**config.mk**
```make
export PLATFORM = sky130hd
export DESIGN_NAME = multicycle_controller
export DESIGN_NICKNAME = d
export VERILOG_FILES = /design/src/rtl/cpu24_ctrl_pkg.sv /design/src/rtl/mem_wait_timer.sv /design/src/rtl/multicycle_controller.sv
export SDC_FILE = /design/constraint.sdc
export NUM_CORES = 1
export LEC_CHECK = 0
export ABC_AREA = 0
export CORE_ASPECT_RATIO = 0.8
export CORE_MARGIN = 5
export CORE_UTILIZATION = 48
export CTS_BUF_LIST = sky130_fd_sc_hd__clkbuf_16
export DETAILED_ROUTE_END_ITERATION = 10
export PLACE_DENSITY = 0.85
export SKIP_CTS_REPAIR_TIMING = 1
export SLEW_MARGIN = 10
export SYNTH_ARGS = -nofsm -noshare
export SYNTH_HDL_FRONTEND = slang
export SYNTH_SLANG_ARGS = --single-unit
```
**constraint.sdc**
```tcl
create_clock -name clk_i -period 3.16 [get_ports clk_i]
set_input_delay 0.948 -clock clk_i [delete_from_list [all_inputs] [get_ports clk_i]]
set_output_delay 0.948 -clock clk_i [all_outputs]
set_load 0.05 [all_outputs]
```
**src/rtl/cpu24_ctrl_pkg.sv**
```systemverilog
// Shared encodings for the 24-bit CPU multi-cycle controller.
// Opcodes, FSM state codes and datapath mux select values.
// Pure definitions: no timing, no backpressure.
package cpu24_ctrl_pkg;

    // Instruction register opcode field [23:20]
    localparam logic [3:0] OP_R    = 4'b0110;
    localparam logic [3:0] OP_MUL  = 4'b0111;
    localparam logic [3:0] OP_LW   = 4'b0010;
    localparam logic [3:0] OP_SW   = 4'b0011;
    localparam logic [3:0] OP_BEQ  = 4'b0100;
    localparam logic [3:0] OP_ADDI = 4'b0001;

    // FSM state encoding
    localparam logic [3:0] S_IDLE      = 4'd0;
    localparam logic [3:0] S_FETCH     = 4'd1;
    localparam logic [3:0] S_DECODE    = 4'd2;
    localparam logic [3:0] S_EXEC_R    = 4'd3;
    localparam logic [3:0] S_MUL_START = 4'd4;
    localparam logic [3:0] S_MUL_WAIT  = 4'd5;
    localparam logic [3:0] S_WB_R      = 4'd6;
    localparam logic [3:0] S_ADDR      = 4'd7;
    localparam logic [3:0] S_MEM_RD    = 4'd8;
    localparam logic [3:0] S_WB_MEM    = 4'd9;
    localparam logic [3:0] S_MEM_WR    = 4'd10;
    localparam logic [3:0] S_ADDI_WB   = 4'd11;
    localparam logic [3:0] S_BRANCH    = 4'd12;

    // ALU operation select
    localparam logic [1:0] ALUOP_ADD   = 2'b00;
    localparam logic [1:0] ALUOP_SUB   = 2'b01;
    localparam logic [1:0] ALUOP_FUNCT = 2'b10;
    localparam logic [1:0] ALUOP_MUL   = 2'b11;

    // ALU B operand select
    localparam logic [1:0] SRCB_RT  = 2'b00;
    localparam logic [1:0] SRCB_ONE = 2'b01;
    localparam logic [1:0] SRCB_IMM = 2'b10;

    // PC source select
    localparam logic [1:0] PCSRC_ALU    = 2'b00;
    localparam logic [1:0] PCSRC_ALUOUT = 2'b01;

    function automatic logic is_legal_op(input logic [3:0] op);
        return (op == OP_R) || (op == OP_MUL) || (op == OP_LW) ||
               (op == OP_SW) || (op == OP_BEQ) || (op == OP_ADDI);
    endfunction

endpackage

```
**src/rtl/mem_wait_timer.sv**
```systemverilog
// Counts memory wait cycles and flags when the timeout limit is reached.
// Latency: expired_o is combinational from the registered count.
// No backpressure; counter saturates at MEM_TIMEOUT until cleared.
module mem_wait_timer #(
    parameter int TW          = 4,
    parameter int MEM_TIMEOUT = 15
) (
    input  logic clk_i,
    input  logic rst_i,
    input  logic clear_i,
    input  logic count_en_i,
    output logic expired_o
);

    logic [TW-1:0] count_q;
    logic [TW-1:0] count_d;

    assign expired_o = (count_q == TW'(MEM_TIMEOUT));

    // Clear wins over counting; hold once the limit is hit
    always_comb begin
        count_d = count_q;
        if (clear_i) begin
            count_d = '0;
        end else if (count_en_i && !expired_o) begin
            count_d = count_q + TW'(1);
        end
    end

    // Count register with synchronous reset
    always_ff @(posedge clk_i) begin
        if (rst_i) begin
            count_q <= '0;
        end else begin
            count_q <= count_d;
        end
    end

endmodule

```
**src/rtl/multicycle_controller.sv**
```systemverilog
// Multi-cycle control FSM sequencing fetch/decode/execute/memory/write-back.
// Latency: 3-5 cycles per instruction plus memory and multiplier wait cycles.
// Stalls on MemReady / MulDone; memory waits abort with BusError after MEM_TIMEOUT.
module multicycle_controller
    import cpu24_ctrl_pkg::*;
#(
    parameter int MEM_TIMEOUT = 15,
    parameter int TW          = 4
) (
    input  logic       clk_i,
    input  logic       rst_i,
    input  logic [3:0] opcode_i,
    input  logic       mem_ready_i,
    input  logic       mul_done_i,
    output logic       pc_write_o,
    output logic       pc_write_cond_o,
    output logic       ir_write_o,
    output logic       iord_o,
    output logic       mem_read_o,
    output logic       mem_write_o,
    output logic       mem_to_reg_o,
    output logic       reg_dst_o,
    output logic       reg_write_o,
    output logic       alu_src_a_o,
    output logic [1:0] alu_src_b_o,
    output logic [1:0] alu_op_o,
    output logic [1:0] pc_source_o,
    output logic       mul_start_o,
    output logic       illegal_o,
    output logic       bus_error_o
);

    logic [3:0] state_q;
    logic [3:0] state_d;
    logic       is_wait;
    logic       expired;
    logic       stay;
    logic       timeout;

    // FETCH, MEM_RD and MEM_WR are the only states gated by MemReady
    assign is_wait = (state_q == S_FETCH) || (state_q == S_MEM_RD) || (state_q == S_MEM_WR);
    // MemReady on the expiry cycle still completes the access
    assign timeout = is_wait && !mem_ready_i && expired;
    assign stay    = is_wait && !mem_ready_i && !expired;

    // Counter runs only while stalled, so any entry to a wait state starts from zero
    mem_wait_timer #(
        .TW          (TW),
        .MEM_TIMEOUT (MEM_TIMEOUT)
    ) u_timer (
        .clk_i      (clk_i),
        .rst_i      (rst_i),
        .clear_i    (!stay),
        .count_en_i (stay),
        .expired_o  (expired)
    );

    // Next-state selection
    always_comb begin
        state_d = state_q;
        case (state_q)
            S_IDLE:      state_d = S_FETCH;
            S_FETCH:     if (mem_ready_i) state_d = S_DECODE;
                         else if (timeout) state_d = S_FETCH;
            S_DECODE: begin
                case (opcode_i)
                    OP_R:                    state_d = S_EXEC_R;
                    OP_MUL:                  state_d = S_MUL_START;
                    OP_LW, OP_SW, OP_ADDI:   state_d = S_ADDR;
                    OP_BEQ:                  state_d = S_BRANCH;
                    default:                 state_d = S_FETCH;
                endcase
            end
            S_EXEC_R:    state_d = S_WB_R;
            S_MUL_START: state_d = S_MUL_WAIT;
            S_MUL_WAIT:  if (mul_done_i) state_d = S_WB_R;
            S_WB_R:      state_d = S_FETCH;
            S_ADDR: begin
                case (opcode_i)
                    OP_LW:   state_d = S_MEM_RD;
                    OP_SW:   state_d = S_MEM_WR;
                    OP_ADDI: state_d = S_ADDI_WB;
                    default: state_d = S_FETCH;
                endcase
            end
            S_MEM_RD:    if (mem_ready_i) state_d = S_WB_MEM;
                         else if (timeout) state_d = S_FETCH;
            S_WB_MEM:    state_d = S_FETCH;
            S_MEM_WR:    if (mem_ready_i || timeout) state_d = S_FETCH;
            S_ADDI_WB:   state_d = S_FETCH;
            S_BRANCH:    state_d = S_FETCH;
            default:     state_d = S_IDLE;
        endcase
    end

    // State register; reset overrides any in-flight access or multiply
    always_ff @(posedge clk_i) begin
        if (rst_i) begin
            state_q <= S_IDLE;
        end else begin
            state_q <= state_d;
        end
    end

    // Output decode from state, qualified by handshake/opcode where a pulse depends on them
    always_comb begin
        pc_write_o      = 1'b0;
        pc_write_cond_o = 1'b0;
        ir_write_o      = 1'b0;
        iord_o          = 1'b0;
        mem_read_o      = 1'b0;
        mem_write_o     = 1'b0;
        mem_to_reg_o    = 1'b0;
        reg_dst_o       = 1'b0;
        reg_write_o     = 1'b0;
        alu_src_a_o     = 1'b0;
        alu_src_b_o     = SRCB_RT;
        alu_op_o        = ALUOP_ADD;
        pc_source_o     = PCSRC_ALU;
        mul_start_o     = 1'b0;
        illegal_o       = 1'b0;
        bus_error_o     = timeout;
        case (state_q)
            S_FETCH: begin
                mem_read_o  = 1'b1;
                alu_src_b_o = SRCB_ONE;
                ir_write_o  = mem_ready_i;
                pc_write_o  = mem_ready_i;
            end
            S_DECODE: begin
                alu_src_b_o = SRCB_IMM;
                illegal_o   = !is_legal_op(opcode_i);
            end
            S_EXEC_R: begin
                alu_src_a_o = 1'b1;
                alu_op_o    = ALUOP_FUNCT;
            end
            S_MUL_START: begin
                alu_src_a_o = 1'b1;
                alu_op_o    = ALUOP_MUL;
                mul_start_o = 1'b1;
            end
            S_MUL_WAIT: alu_op_o = ALUOP_MUL;
            S_WB_R: begin
                reg_dst_o   = 1'b1;
                reg_write_o = 1'b1;
            end
            S_ADDR: begin
                alu_src_a_o = 1'b1;
                alu_src_b_o = SRCB_IMM;
            end
            S_MEM_RD: begin
                mem_read_o = 1'b1;
                iord_o     = 1'b1;
            end
            S_WB_MEM: begin
                mem_to_reg_o = 1'b1;
                reg_write_o  = 1'b1;
            end
            S_MEM_WR: begin
                mem_write_o = 1'b1;
                iord_o      = 1'b1;
            end
            S_ADDI_WB: reg_write_o = 1'b1;
            S_BRANCH: begin
                alu_src_a_o     = 1'b1;
                alu_op_o        = ALUOP_SUB;
                pc_write_cond_o = 1'b1;
                pc_source_o     = PCSRC_ALUOUT;
            end
            default: ;
        endcase
    end

endmodule

```
==> reports/results.ini <==
[sta]
worst_slew_pin_slew_ns=0.510
setup_viol=0
rsz0062_at_grt=no
fin_skew_ns=0.00455
hold_violations=0
slew_headroom_pct=65.9
report.final.slew_viol_count=0
period_minus_slack_ns=3.01
max_freq_ghz=0.332
finalCritPeriodShare_pct=95.4

[die]
initial_utilization_pct=49.8
rows=13
die-area_um2=2570
core_area_um2=1590
die_height_um=46.4
die-width_um=55.5
ios=27

[synthesis]
yosysMostFrequentCell=nor2_1
syn_inst=107
synth_flop_cell=dfxtp_1
ys_seq_elements=8
ys_seq_area_share_pct=20.2
syn_avg_cell_area_um2=7.43
synth_area_um2=795
synth_nets=116
ys_top_cells_by_area=dfxtp_1, nor2_1, buf_6
async_flop_share_pct=0
yosysTopAreaCell=dfxtp_1
synth_edf_count=0
ys.warnings.count=0
synth.distinct_cells=43
yosys-top-cells-count=nor2_1, a21oi_1, dfxtp_1
yosys.area.top_type_share_pct=20.2

[detailed_routing]
drcViolationCount=0
drt_pass1_iterations=4
wl_mm=2.05
postRouteAntennaNets=0
vias_per_cell=5.54
dr_total_vias=837
wl_per_cell_um=13.6
initialDrtViolationCount=25

[finish]
nets=140
final_cell_area_um2=1140
drive_gt1_share_pct=17.1
fin_cells=151
antenna_cells=0
multi_input_area_um2=531
regArea_um2=161
syn_to_final_growth_pct=43.1
fillers=129

[grt]
grt_max_degree=21
grt_usage_pct=17.9
grt_pass1_wl_mm=3.54
grt_pass1_vias=790
antenna_found_initial=0
grt_overflow=0

[clock_tree]
cts_buffers=3
clock_sinks=8
clk_path_buf_depth=2
cts_tree=yes
clk_latency_ns=0.24
clockRootBuffer=clkbuf_16
clkTransAtPathRegs_ns=0.03
h-tree-depth=1

[place]
io_buffers=25
dp_hpwl_mm=1.58
place_inst=148
placed_area_um2=1060
routabilityCongestion=0.864

[setup_path]
worst-r2r-cell-count=5
worstSetupEndpointType=output pin
critical_path_class=reg -> out
critPathLaunchType=flop
required_ns=2.21
crit_fanout=16
arrival_ns=2.07
rr_endpoint=state_q[1]$_SDFFE_PP0P_
rrSetupSlack_ns=1.33
reg2reg_from=state_q[3]$_SDFFE_PP0P_

[run_status]
status=finished clean

[run]
drv_cap=0

[worst_hold_path]
hold_class=reg -> reg
whs_path_depth=1
hold_end=u_timer.count_q[0]$_SDFFE_PP0P_
min_from=u_timer.count_q[0]$_SDFFE_PP0P_

[pwr]
leakage_nw=0.461
power.density_nw_per_um2=434
peakVddDrop_mv=0.416

[stage by stage]
stage                     setup TNS (ns)  worst slack (ns)  power, W  hold slack (ns)  utilization, %
after CTS                              0            0.0745  0.000495            0.447            71.0
after global routing                   0            0.0303  0.000516            0.483            71.4
after floorplan                  -0.0101           -0.0101  0.000235            0.418               -
after global placement                 0             0.218  0.000276            0.432            66.2
after detailed placement               0             0.191  0.000279            0.442            66.2
final                                  0             0.145  0.000494            0.443            71.4
[report_power, final]
part           total (W)  switching, W  internal [W]
logic           0.000155     0.0000903     0.0000651
registers       0.000123     0.0000164      0.000107
clock network   0.000216     0.0000524      0.000163
total           0.000494      0.000159      0.000335
[how the worst max path moves through the flow]
stage          slack, ns  cells past startpoint               startpoint              to
2_1_floorplan      -0.01                      5  state_q[0]$_SDFFE_PP0P_     bus_error_o
3_3_place_gp        0.22                      6              opcode_i[0]       illegal_o
3_5_place_dp        0.19                      6              opcode_i[0]       illegal_o
4_1_cts             0.07                      4  state_q[2]$_SDFFE_PP0P_     reg_write_o
5_1_grt             0.03                      3  state_q[2]$_SDFFE_PP0P_     mul_start_o
6_report            0.15                      3  state_q[2]$_SDFFE_PP0P_  pc_source_o[0]
[sequential cells by signal (all words and copies together) (netlist names)]
| signal | flops |
|---|---|
| state_q | 4 |
| u_timer.count_q | 4 |
[cells in the final DEF, fill, tap and decap left out, types with 2 or more instances in the layout]
cell	synthesis	final
nor3_1	5	3
nor2_1	21	21
a21oi_1	8	8
nor3b_1	2	2
xor2_1	3	3
nor3_2	0	2
o211ai_1	2	2
clkbuf_16	0	3
or2b_1	2	2
dfxtp_1	8	7
nand3b_1	2	2
buf_4	4	8
xnor2_1	2	2
inv_1	2	2
o21ai_1	4	4
buf_12	0	4
dlymetal6s2s_1	0	2
nand2b_1	4	4
nand3_1	2	2
clkdlybuf4s50_1	0	17
a31oi_1	2	2
nand2_1	5	5
[kinds of logic after synthesis]
| logic type | after synthesis | synth area share (%) |
|---|---|---|
| simple gates | 51 | 33.5 |
| compound gates | 26 | 23.2 |
| buf+inv | 14 | 14.3 |
| flops | 8 | 20.2 |
| xor+xnor | 5 | 5.51 |
| fa+ha+maj | 1 | 1.57 |
| other cells | 1 | 0.472 |
| mux | 1 | 1.26 |
[layer usage]
metal	vias to the layer above	part of all wire, %	GRT usage (%)
met5	-	0	0
met2	27	49	32.1
li1	418	-	-
met4	0	1.4	8.25
met3	4	5.4	5.88
met1	388	44	19.7
[critical path, cell delays in order (launching register included)]
cell and delay (ns):
dfxtp_1 0.61, nand2b_1 0.21, nor2_1 0.18, clkdlybuf4s50_1 0.83
[area by class of cell]
type,count,area share (%)
multi-input cells,85,46.6
well taps,22,2.42
clock buffers,3,6.60
inverters,2,0.660
flip-flops and latches,8,14.2
repair buffers,31,29.5
No activity file was read; power rests on OpenSTA's default activity.
